`src/rtl/bin_a_bcd_secuencial.sv`:
```
// Sequential binary-to-BCD converter (double dabble, one add-3/shift step
// per clock) feeding the display digit selector. The registered digit
// array only changes when a conversion completes, so the display never
// sees intermediate shift states.

package digito_pkg;
    // One BCD digit, 0..9 when valid.
    typedef logic [3:0] BCDnumber_t;
endpackage

// Handshake: in_start is a request that is accepted only on a cycle where
// out_busy is low (FSM in IDLE); in_bin is sampled on that same edge only.
// Requests while out_busy is high are dropped, never queued. out_done is a
// one-cycle pulse coinciding with the first cycle out_num/out_overflow
// hold the new result; the FSM is already IDLE then, so a request in the
// out_done cycle starts the next conversion immediately.
module bin_a_bcd_secuencial #(
    parameter int NRO_DIGITOS = 4,
    parameter int BIN_W       = 14
) (
    input  logic                                     clk,
    input  logic                                     rst,
    input  logic [BIN_W-1:0]                         in_bin,
    input  logic                                     in_start,
    output digito_pkg::BCDnumber_t [NRO_DIGITOS-1:0] out_num,
    output logic                                     out_busy,
    output logic                                     out_done,
    output logic                                     out_overflow
);

    localparam int BCD_W = 4 * NRO_DIGITOS;
    localparam int CNT_W = $clog2(BIN_W + 1);

    // Largest value representable with NRO_DIGITOS decimal digits.
    function automatic longint unsigned max_decimal(input int digits);
        longint unsigned p;
        p = 1;
        for (int i = 0; i < digits; i++) begin
            p = p * 10;
        end
        return p - 1;
    endfunction

    localparam longint unsigned MAX_VALUE = max_decimal(NRO_DIGITOS);

    // The scratch register must be able to hold every input bit after the
    // last shift; a wider input cannot be converted by this structure.
    if (BIN_W > 4 * NRO_DIGITOS) begin : g_bin_w_too_wide
        $error("bin_a_bcd_secuencial: BIN_W (%0d) exceeds 4*NRO_DIGITOS (%0d)",
               BIN_W, 4 * NRO_DIGITOS);
    end
    if (BIN_W < 4) begin : g_bin_w_too_narrow
        $error("bin_a_bcd_secuencial: BIN_W (%0d) below minimum of 4", BIN_W);
    end

    typedef enum logic [1:0] {
        IDLE  = 2'd0,
        SHIFT = 2'd1,
        LOAD  = 2'd2
    } state_t;

    // Current FSM state; kept as a plainly named signal so it can be probed.
    state_t             state;
    state_t             state_next;

    logic [BIN_W-1:0]   bin_reg;
    logic [BIN_W-1:0]   bin_next;
    logic [BCD_W-1:0]   scratch;
    logic [BCD_W-1:0]   scratch_next;
    logic [BCD_W-1:0]   adjusted;
    logic [CNT_W-1:0]   count;
    logic [CNT_W-1:0]   count_next;
    logic               ovf_flag;
    logic               ovf_next;
    logic [BCD_W-1:0]   num_reg;
    logic [BCD_W-1:0]   num_next;
    logic               ovf_out;
    logic               ovf_out_next;
    logic               done_reg;
    logic               done_next;
    logic               busy_reg;
    logic               busy_next;

    // Add-3 adjust: every nibble >= 5 gets +3 before the shift. A valid
    // nibble is <= 9 here, so the 4-bit sum never needs a carry out.
    always_comb begin
        adjusted = scratch;
        for (int i = 0; i < NRO_DIGITOS; i++) begin
            if (scratch[4*i +: 4] >= 4'd5) begin
                adjusted[4*i +: 4] = scratch[4*i +: 4] + 4'd3;
            end
        end
    end

    // Next-state and next-output logic; every target holds by default.
    always_comb begin
        state_next   = state;
        bin_next     = bin_reg;
        scratch_next = scratch;
        count_next   = count;
        ovf_next     = ovf_flag;
        num_next     = num_reg;
        ovf_out_next = ovf_out;
        done_next    = 1'b0;
        busy_next    = busy_reg;

        case (state)
            IDLE: begin
                if (in_start) begin
                    bin_next     = in_bin;
                    scratch_next = '0;
                    count_next   = CNT_W'(BIN_W);
                    ovf_next     = (64'(in_bin) > MAX_VALUE);
                    busy_next    = 1'b1;
                    state_next   = SHIFT;
                end
            end

            SHIFT: begin
                // Binary MSB enters scratch bit 0; scratch MSB falls off.
                {scratch_next, bin_next} = {adjusted, bin_reg} << 1;
                count_next = count - CNT_W'(1);
                if (count == CNT_W'(1)) begin
                    state_next = LOAD;
                end
            end

            LOAD: begin
                // Out-of-range inputs saturate the display to all nines.
                num_next     = ovf_flag ? {NRO_DIGITOS{4'h9}} : scratch;
                ovf_out_next = ovf_flag;
                done_next    = 1'b1;
                busy_next    = 1'b0;
                state_next   = IDLE;
            end

            default: begin
                state_next = IDLE;
                busy_next  = 1'b0;
            end
        endcase
    end

    // State and datapath registers with synchronous active-high reset.
    always_ff @(posedge clk) begin
        if (rst) begin
            state    <= IDLE;
            bin_reg  <= '0;
            scratch  <= '0;
            count    <= '0;
            ovf_flag <= 1'b0;
            num_reg  <= '0;
            ovf_out  <= 1'b0;
            done_reg <= 1'b0;
            busy_reg <= 1'b0;
        end else begin
            state    <= state_next;
            bin_reg  <= bin_next;
            scratch  <= scratch_next;
            count    <= count_next;
            ovf_flag <= ovf_next;
            num_reg  <= num_next;
            ovf_out  <= ovf_out_next;
            done_reg <= done_next;
            busy_reg <= busy_next;
        end
    end

    assign out_num      = num_reg;
    assign out_overflow = ovf_out;
    assign out_done     = done_reg;
    assign out_busy     = busy_reg;

endmodule

```
`config.mk`:
```
export PLATFORM = sky130hd
export DESIGN_NAME = bin_a_bcd_secuencial
export DESIGN_NICKNAME = d
export VERILOG_FILES = /design/src/rtl/bin_a_bcd_secuencial.sv
export SDC_FILE = /design/constraint.sdc
export NUM_CORES = 1
export LEC_CHECK = 0
export BUFFER_PORTS_ARGS = -buffer_cell sky130_fd_sc_hd__clkbuf_2
export CAP_MARGIN = 20
export CORE_MARGIN = 3
export CORE_UTILIZATION = 45
export DETAILED_ROUTE_END_ITERATION = 10
export PLACE_DENSITY_LB_ADDON = 0.2
export SKIP_CTS_REPAIR_TIMING = 1
export SLEW_MARGIN = 10
export SYNTH_ARGS = -nofsm -noshare
export SYNTH_HDL_FRONTEND = slang
export SYNTH_SLANG_ARGS = --single-unit
```
`constraint.sdc`:
```
create_clock -name clk -period 2.1 [get_ports clk]
set_clock_uncertainty 0.15 [all_clocks]
set_input_delay 0.105 -clock clk [delete_from_list [all_inputs] [get_ports clk]]
set_output_delay 0.105 -clock clk [all_outputs]
set_load 0.02 [all_outputs]
```
# == Word level (Yosys, flattened, before mapping) ==
# Index checks and enable logic that the tools add are counted.
# op_classes
n_addsub,5
order_cmp,5
eq_ne,5
n_mux,17
bitwise,1
n_reduce_logical,6
# ops
op,count
2-to-1 mux 16 bit,2
one-hot mux 16 bit (2 select lines),1
one-hot mux 14 bit (2 select lines),1
greater-or-equal comparator 4 x 3 -> 1 bit (second input constant),4
2-to-1 mux 4 bit,4
> comparator 14 bit (second input constant),1
2-to-1 mux 14 bit,1
adder 4 x 2 -> 4 bit (second input constant),3
one-hot mux 4 bit (2 select lines),1
AND reduction 2 bit,4
equality test 4 x 1 -> 1 bit (second input constant),1
2-to-1 mux 2 bit,2
inequality test 2 bit (second input constant),2
one-hot mux 2 bit (2 select lines),1
subtractor 4 x 1 -> 4 bit (second input constant),1
adder 3 x 2 -> 3 bit (second input constant),1
2-to-1 mux 3 bit,1
equality test 2 x 1 -> 1 bit (second input constant),1
equality test 2 bit (second input constant),1
logical NOT 2 bit,1
2-to-1 mux 1 bit,2
one-hot mux 1 bit (2 select lines),1
nonzero test 2 bit,1
NOT 1 bit,1
# totals
regBits,56
in_bits,17
output_inout_bits,19
elab_cells,48

# == Depth between registers and ports, before layout ==
# Gate-level depths: netlist of run 1.
# logic_depth
word_depth,3
depth_mapped,6
depth_no_buf,6

# == Worst setup path before layout of run 1 ==
# OpenSTA, ideal clock, no wires.
# synth_path
path_kind,reg2reg
start,register scratch[9]
end,register scratch[10]
setup_time_ns,0.117
arrival_time_ns,1.203
t_required_ns,1.833
path_slack_ns,0.631
path_stages_with_launch,7
path_buffers,0
synth_period_minus_slack_ns,1.469
cell_sequence,dfxtp_1 -> inv_1 -> ha_1 -> nand2b_1 -> a21oi_1 -> mux2i_1 -> a22o_1
# synth_between
elab_chain_cells,3
word_cells_on_any_way,4
cone_classes,add/sub: 1; order compare: 1; mux: 2
# synth_lines
item,line_no,text
"start, declared",68,logic [BCD_W-1:0] scratch;
"start signal, assigned",159,scratch <= scratch_next;
adder 4 x 2 -> 4 bit / greater-or-equal comparator 4 x 3 -> 1 bit (equally long branches),"90, 89",
2-to-1 mux 4 bit *,89,if (scratch[4*i +: 4] >= 4'd5) begin
one-hot mux 16 bit (2 select lines) *,107,case (state)
# Every way passes the cells marked *; elsewhere a longest branch is shown, timed or not.
# A chain may end at the register's enable or synchronous reset.

# == Worst setup path in the final report of run 1 ==
# layout_path
start,register state[0]
end,register scratch[7]
# layout_between
elab_chain_cells,3
word_cells_on_any_way,6
cone_classes,eq/ne: 2; mux: 1; reduce/logical: 3
# layout_lines
item,line_no,text
"start, declared",63,state_t state;
"start signal, assigned",157,state <= state_next;
equality test 2 x 1 -> 1 bit / logical NOT 2 bit (equally long branches),107,
nonzero test 2 bit (no line) / inequality test 2 bit (equally long branches),n/a,
AND reduction 2 bit (no line),n/a,
# Several ways; a longest one is shown, not always the timed one.

==> results of run 1 <==
-- final cells by class --
| class | count | area, sq um | area share [%] |
|---|---|---|---|
| multi-input combinational | 183 | 1220 | 41.9 |
| clock buffer | 7 | 96.3 | 3.32 |
| clock inverter | 1 | 30.0 | 1.03 |
| tap | 70 | 87.6 | 3.01 |
| sequential | 56 | 1120 | 38.6 |
| timing repair buffer | 51 | 308 | 10.6 |
| inverter | 12 | 45.0 | 1.55 |
-- per-stage QoR --
step / util, % / power (uW)
after global routing: 55.8 / 2210
after floorplan: - / 1300
after CTS: 54.9 / 2120
after detailed placement: 52.4 / 1370
final: 55.8 / 2110
after global placement: 52.4 / 1370
-- cells in the mapped netlist, types with 8 or more instances --
library cell / count / area, sq um
buf_2: 8 / 40.0
o21ai_0: 10 / 50.1
a21oi_1: 15 / 75.1
ha_1: 10 / 125
a2bb2oi_1: 11 / 96.3
nor3_1: 20 / 100
inv_1: 12 / 45.0
dfxtp_1: 56 / 1120
nand2_1: 16 / 60.1
o221a_2: 11 / 124
nor2_1: 30 / 113
-- worst max-delay path, cell delays in order, from the launching register on --
cell	delay [ps]
dfxtp_1	350
o21bai_1	430
nand2_1	390
o31ai_1	190
a32o_1	150
-- power breakdown --
group	leakage, uW	switching [uW]	internal [uW]	total (uW)
Combinational	0.000695	116	106	223
Sequential	0.000456	30.2	1100	1130
Clock	0.0000645	337	421	758
-- routing by layer --
layer | vias up | track usage (%) | part of all wire [%] | wire, um
met2 | 29 | 27.7 | 43 | 2340
li1 | 1056 | - | - | -
met4 | 0 | 6.25 | 0.89 | 48
met1 | 983 | 26.8 | 53 | 2850
met5 | - | 0 | 0 | 0
met3 | 4 | 3.59 | 3.0 | 162
-- cells by family after synthesis --
| group | count (synthesis) | synth area share (%) |
|---|---|---|
| simple gates | 87 | 17.0 |
| compound gates | 75 | 23.1 |
| flops | 56 | 45.3 |
| buf+inv | 30 | 5.41 |
| fa+ha+maj | 10 | 5.06 |
| xor+xnor | 7 | 2.48 |
| mux | 4 | 1.62 |
-- worst max path at each step --
| stage | start | endpoint | cells past startpoint |
|---|---|---|---|
| after CTS | state[0] | scratch[7] | 4 |
| after global routing | rst | scratch[3] | 6 |
| after floorplan | scratch[9] | scratch[10] | 6 |
| after detailed placement | state[0] | scratch[3] | 4 |
| after global placement | state[1] | scratch[3] | 5 |
| final | state[0] | scratch[7] | 4 |
==> impl_metrics.json, run 1 <==
{
  "ys_warn_count": 0,
  "peakVddDrop_v": 0.000366,
  "finalNonFillerCells": 380,
  "holdPathStages": 4,
  "final_common_cell": "dfxtp_1",
  "viasPerCell": 5.45,
  "worstPathArrival_ps": 1810,
  "dp_cells": 367,
  "drtPass1Iterations": 4,
  "reg2reg_to": "scratch[7]",
  "hp-start": "in_bin[12]",
  "nFillCells": 496,
  "startpoint_type": "flop",
  "portBuffers": 35,
  "core-area_sq_um": 5200,
  "p_per_area_nw_per_um2": 727,
  "hold_end": "ovf_flag",
  "dieArea_sq_um": 6420,
  "rows": 26,
  "hold_path.class": "in -> reg",
  "pre_cts_ws_ps": 464,
  "path_clk_slew_ps": 100,
  "antenna_found_initial": 0,
  "hold_viol_final": 0,
  "area_delta_synth_final_pct": 17.5,
  "drive_above_1_share_pct": 21.6,
  "ant_nets": 0,
  "final_nets": 336,
  "gr-usage-all-layers_pct": 18.6,
  "post-route-min-period_ps": 1710,
  "placed_cell_area_sq_um": 2730,
  "initial_utilization_pct": 47.5,
  "leakagePower_uw": 0.00122,
  "ios": 36,
  "drc": 0,
  "cts_tree": "built",
  "rsz0062_at_grt": "false",
  "htree_levels": 2,
  "finalSetupTns_ps": 0,
  "worst_slew_pin_slew_ps": 529,
  "setup_viol": 0,
  "dr_total_vias": 2072,
  "worst_slack_ps": 387,
  "report.final.slew_viol_count": 0,
  "ys_seq_area_share_pct": 45.3,
  "insertion_delay_ps": 310,
  "synth-edff-count": 0,
  "final_cell_mix": "56 x dfxtp_1, 35 x clkbuf_2, 30 x nor2_1, 20 x nor3_1, 16 x nand2_1",
  "root_buffer": "clkbuf_8",
  "whs_ps": 52.0,
  "async_flop_share_pct": 0,
  "routed_wl_mm": 5.41,
  "synthCells": 269,
  "end_kind": "flop",
  "path_max_fanout": 12,
  "cts_buffers": 5,
  "r2r_start": "state[0]",
  "gr-total-overflow": 0,
  "antennaDiodeCount": 0,
  "critical_path_class": "reg -> reg",
  "ys_seq_elements": 56,
  "grt_start_max_net_pins": 30,
  "synth_nets": 296,
  "die_h_um": 80.1,
  "grt_pass1_wl_mm": 9.39,
  "synth_top_flop_cell": "dfxtp_1",
  "wl_per_cell_um": 14.2,
  "fmax_mhz": 584,
  "slew_headroom_pct": 64.7,
  "period_share_pct": 81.6,
  "status": "finished, final reports clean",
  "worst-r2r-cell-count": 4,
  "drv_cap": 0,
  "grt_pass1_vias": 1953,
  "synth.avg_cell_area_sq_um": 9.19,
  "yosysUniqueCellTypes": 38,
  "chipWidth_um": 80.1,
  "numClockSinks": 56,
  "r2r_setup_slack_ps": 390,
  "netlist_area_sq_um": 2470,
  "crit_required_ps": 2200,
  "dpl.hpwl_mm": 3.75,
  "max-clock-path-buffers": 2,
  "gp_congestion": 0.742,
  "postLayoutCellArea_sq_um": 2910,
  "drt-initial-drc-count": 87
}
Note: power is estimated with default switching activity, not from simulation.
==> inputs of run 2 (changes only) <==
==> constraint.sdc (replaced) <==
create_clock -name clk -period 1.38 [get_ports clk]
set_clock_uncertainty 0.15 [all_clocks]
set_input_delay 0.069 -clock clk [delete_from_list [all_inputs] [get_ports clk]]
set_output_delay 0.069 -clock clk [all_outputs]
set_load 0.02 [all_outputs]
==> impl_metrics.json, run 2 (synthesis gave the netlist of run 1 again) <==
{
  "initial_utilization_pct": 47.5,
  "gr-total-overflow": 0,
  "crit_required_ps": 1470,
  "gp_congestion": 0.765,
  "cp_num_buf_inv": 1,
  "routed_wl_mm": 6.42,
  "seqCellArea_sq_um": 1150,
  "hp-start": "rst",
  "dieArea_sq_um": 6420,
  "setup_viol": 6,
  "drv_cap": 0,
  "viasPerCell": 5.54,
  "violations": "setup timing",
  "hold_path.class": "in -> reg",
  "grt_start_max_net_pins": 17,
  "final_nets": 377,
  "numClockSinks": 56,
  "crit_start": "scratch[9]",
  "dr_total_vias": 2322,
  "worstPathArrival_ps": 1560,
  "drive_above_1_share_pct": 47.6,
  "critical_path_class": "reg -> reg",
  "hold_viol_final": 0,
  "period_share_pct": 106,
  "leakagePower_uw": 0.00146,
  "cpPeakStageDelay_ps": 360,
  "antennaDiodeCount": 0,
  "critical_path.cell_chain": "inv_4, ha_4, nand2b_4, a21oi_4, mux2i_1, a22o_1",
  "path_clk_slew_ps": 90,
  "area_delta_synth_final_pct": 44.1,
  "cts_tree": "built",
  "slew_headroom_pct": 81.3,
  "critical_path.slowest_cell": "dfxtp_2",
  "final_cell_mix": "45 x buf_4, 43 x dfxtp_1, 35 x clkbuf_2, 24 x nor2_1, 20 x nor3_1",
  "peakVddDrop_v": 0.000496,
  "finalSetupTns_ps": -324,
  "drtPass1Iterations": 4,
  "cts_buffers": 5,
  "root_buffer": "clkbuf_8",
  "path_max_fanout": 4,
  "end_kind": "flop",
  "post-route-min-period_ps": 1470,
  "final_common_cell": "buf_4",
  "r2r_start": "scratch[9]",
  "antenna_found_initial": 0,
  "dpl.hpwl_mm": 4.22,
  "multi_input_area_sq_um": 1520,
  "htree_levels": 2,
  "ant_nets": 0,
  "status": "finished, violations left",
  "portBuffers": 35,
  "grt_pass1_vias": 2033,
  "nFillCells": 401,
  "worst_slew_pin_slew_ps": 278,
  "worst_slack_ps": -87.3,
  "p_per_area_nw_per_um2": 894,
  "placed_cell_area_sq_um": 3020,
  "postLayoutCellArea_sq_um": 3560,
  "wl_per_cell_um": 15.3,
  "chipWidth_um": 80.1,
  "insertion_delay_ps": 300,
  "report.final.slew_viol_count": 0,
  "rsz0062_at_grt": "true",
  "r2r_setup_slack_ps": -90,
  "drt-initial-drc-count": 69,
  "max-clock-path-buffers": 2,
  "startpoint_type": "flop",
  "grt_pass1_wl_mm": 9.45,
  "drc": 0,
  "rows": 26,
  "die_h_um": 80.1,
  "gr-usage-all-layers_pct": 18.5,
  "crit_family": "flip-flops",
  "fmax_mhz": 682,
  "ios": 36,
  "core-area_sq_um": 5200
}
## run 2: changes by cell type in the layout (fill, tap and decap cells not counted), sizes merged
cell / delta
clkbuf: -2
buf: +42
dlygate4sd3: -1
## run 2: power breakdown
group          internal, uW  total (uW)  switching (uW)  leakage, uW
combinational           233         449             216     0.000946
clock                   522        1020             497    0.0000501
sequential             1670        1720            48.6     0.000464
total                  2420        3190             762      0.00146
## run 2: path summary, 6_finish.rpt
| path | depth (start not counted) | to |
|---|---|---|
| max reg2reg | 6 | scratch[10] |
| min | 4 | state[0] |
| min reg2reg | 2 | out_num[2] |
| max | 6 | scratch[10] |
## run 2: area by class of cell
type | instances | area share, %
multi-input combinational | 183 | 42.7
sequential | 56 | 32.3
timing repair buffer | 92 | 18.2
tap | 70 | 2.46
clock buffer | 5 | 1.93
inverter | 12 | 1.62
clock inverter | 1 | 0.843
## run 2: per-layer routing
metal	GRT usage [%]	vias up	share of wire [%]
li1	-	1142	-
met1	26.4	1138	47
met2	28.6	36	50
met3	3.48	6	2.7
met4	4.56	0	0.56
met5	0	-	0
## run 2: worst register-to-register path, stage by stage, from the launching register on
cell and delay [ps]:
dfxtp_2 360, inv_4 60, ha_4 150, nand2b_4 140
a21oi_4 180, mux2i_1 230, a22o_1 140
## run 2: metrics by stage
stage                     hold WS [ps]  cells  utilization [%]  setup slack, ps  total power (uW)
after floorplan                   67.3    269                -            -14.5              1980
after global placement             185    402             58.0            -88.7              2130
after detailed placement           189    402             58.0             -105              2130
after CTS                         -127    408             59.9             -130              3140
after global routing              24.0    419             68.5             -152              3310
final                             3.06    419             68.5            -87.3              3190
==> inputs of run 3 (changes only) <==
--- a/config.mk
+++ b/config.mk
@@ -5,6 +5,7 @@
 export SDC_FILE = /design/constraint.sdc
 export NUM_CORES = 1
 export LEC_CHECK = 0
+export ABC_AREA = 1
 export BUFFER_PORTS_ARGS = -buffer_cell sky130_fd_sc_hd__clkbuf_2
 export CAP_MARGIN = 20
 export CORE_MARGIN = 3
==> impl_metrics.json, run 3 <==
{
  "status": "finished, violations left",
  "violations": "hold timing",
  "die_h_um": 82.9,
  "drc": 0,
  "crit_required_ps": 1440,
  "final_common_cell": "nand2_1",
  "initial_utilization_pct": 47.4,
  "ant_nets": 0,
  "max-clock-path-buffers": 2,
  "leakagePower_uw": 0.00155,
  "synth_nets": 381,
  "p_per_area_nw_per_um2": 923,
  "ys_seq_elements": 56,
  "antenna_found_initial": 0,
  "dieArea_sq_um": 6860,
  "insertion_delay_ps": 310,
  "drive_above_1_share_pct": 28.6,
  "wl_per_cell_um": 12.7,
  "numClockSinks": 56,
  "ys_warn_count": 0,
  "netlist_area_sq_um": 2660,
  "dpl.hpwl_mm": 4.55,
  "area_delta_synth_final_pct": 26.8,
  "final_cell_mix": "87 x nand2_1, 49 x dfxtp_1, 35 x clkbuf_2, 34 x inv_1, 25 x nor2_1",
  "slew_headroom_pct": 79.6,
  "grt_pass1_vias": 2341,
  "synth_most_common_cell": "nand2_1",
  "ys_seq_area_share_pct": 42.2,
  "cts_tree": "built",
  "synth_area_leaders": "dfxtp_1 42%, nand2_1 13%, inv_1 5.5%, ha_1 4.7%, nand3_1 4.7%",
  "htree_levels": 2,
  "dp_cells": 477,
  "gr-total-overflow": 0,
  "fmax_mhz": 757,
  "hold_path.class": "in -> reg",
  "synth-edff-count": 0,
  "critical_path_class": "reg -> reg",
  "synth.avg_cell_area_sq_um": 7.51,
  "power_frac_seq_pct": 55.1,
  "worst_slew_pin_slew_ps": 305,
  "root_buffer": "clkbuf_8",
  "power.internal_uw": 2270,
  "startpoint_type": "flop",
  "switching_power_uw": 838,
  "gp_congestion": 0.807,
  "peakVddDrop_v": 0.000536,
  "finalNonFillerCells": 499,
  "synth_top_flop_cell": "dfxtp_1",
  "routed_wl_mm": 6.33,
  "worst_slack_ps": 59.6,
  "setup_viol": 0,
  "core-area_sq_um": 5610,
  "p_sw_share_pct": 26.9,
  "yosysUniqueCellTypes": 27,
  "grt_pass1_wl_mm": 10.7,
  "synth_common_cells": "93 x nand2_1, 56 x dfxtp_1, 39 x inv_1",
  "p_total_uw": 3110,
  "final_core_util_pct": 60.1,
  "post-route-min-period_ps": 1320,
  "chipWidth_um": 82.9,
  "synthCells": 354,
  "portBuffers": 35,
  "dr_total_vias": 2484,
  "viasPerCell": 4.98,
  "worstPathArrival_ps": 1380,
  "drv_cap": 0,
  "final_nets": 453,
  "async_flop_share_pct": 0,
  "rows": 27,
  "hold_viol_final": 1,
  "synth_top_area_share_pct": 42.2,
  "whs_ps": -68.5,
  "rsz0062_at_grt": "true",
  "gr-usage-all-layers_pct": 18.6,
  "antennaDiodeCount": 0,
  "report.final.slew_viol_count": 0,
  "path_max_fanout": 4,
  "combPwrFrac_pct": 15.2,
  "pre_cts_ws_ps": -41.7,
  "grt_start_max_net_pins": 19,
  "end_kind": "flop",
  "ios": 36,
  "period_share_pct": 95.7,
  "p_clk_share_pct": 29.7,
  "drtPass1Iterations": 4,
  "cts_buffers": 5,
  "path_clk_slew_ps": 90,
  "drt-initial-drc-count": 114,
  "yosysTopAreaCell": "dfxtp_1"
}
run 3: changes by cell type after synthesis, moves of 6 or more:
| cell | before | now |
|---|---|---|
| o21ai_2 | 0 | 12 |
| nand2_1 | 16 | 93 |
| a2bb2oi_1 | 11 | 0 |
| a21oi_1 | 15 | 23 |
| o21ai_0 | 10 | 22 |
| o221a_2 | 11 | 0 |
| inv_1 | 12 | 39 |
| nand3_1 | 1 | 25 |
| nand3b_1 | 6 | 0 |
| buf_2 | 8 | 2 |
| nor3_1 | 20 | 2 |
| nand4_1 | 0 | 11 |
run 3: cell type report:
type                    count  area (sq um)
multi-input cells         244          1330
fillers                   523          2240
inverters                  44           175
well taps                  72          90.1
repair buffers             75           547
clock inverters             2          10.0
flip-flops and latches     56          1130
clock buffers               6          82.6
run 3: worst paths after layout:
| kind | from | to | slack [ps] | cells after the start |
|---|---|---|---|---|
| max | scratch[4] | scratch[5] | 60 | 8 |
| min | in_bin[8] | bin_reg[8] | -70 | 5 |
| max reg2reg | scratch[4] | scratch[5] | 60 | 8 |
| min reg2reg | bin_reg[0] | bin_reg[0] | 310 | 2 |
run 3: critical path, stage by stage, from the launching register on:
cell and delay, ps:
dfxtp_2 360, inv_1 60, ha_1 210, inv_1 90, nand2_2 80, nand3_2 90, nand2_1 60, nand3_1 70
o21ai_2 50
run 3: power by group through the flow:
| stage | sequential (uW) | clock, uW | combinational [uW] |
|---|---|---|---|
| after global placement | 1750 | 0 | 425 |
| after global routing | 1720 | 997 | 533 |
| after CTS | 1720 | 947 | 430 |
| after floorplan | 1760 | 0 | 293 |
| after detailed placement | 1750 | 0 | 428 |
| final | 1710 | 924 | 473 |
run 3: stage by stage:
| stage | cell area [sq um] | setup TNS [ps] |
|---|---|---|
| 6_report | 3370 | 0 |
| 5_1_grt | 3370 | -156 |
| 4_1_cts | 3150 | -156 |
| 3_5_place_dp | 3050 | -67.7 |
| 3_3_place_gp | 3050 | -36.6 |
| 2_1_floorplan | 2660 | 0 |
run 3: logic make-up (layout without fill, tap and decap cells):
family	Yosys count	count (layout)	share of synthesized area, %
AO/OA/AOI/OAI	66	66	14.5
adder cells (fa/ha/maj)	10	10	4.71
buffers and inverters	54	127	9.79
flip-flops	56	56	42.2
AND/OR/NAND/NOR	168	168	28.8
run 3: per-layer routing:
layer / wire (um) / up-vias / global-route usage, %
met4: 125 / 0 / 6.54
met2: 2800 / 59 / 28.5
met5: 0 / - / 0
met1: 3070 / 1122 / 25.7
met3: 332 / 15 / 4.07
li1: - / 1288 / -
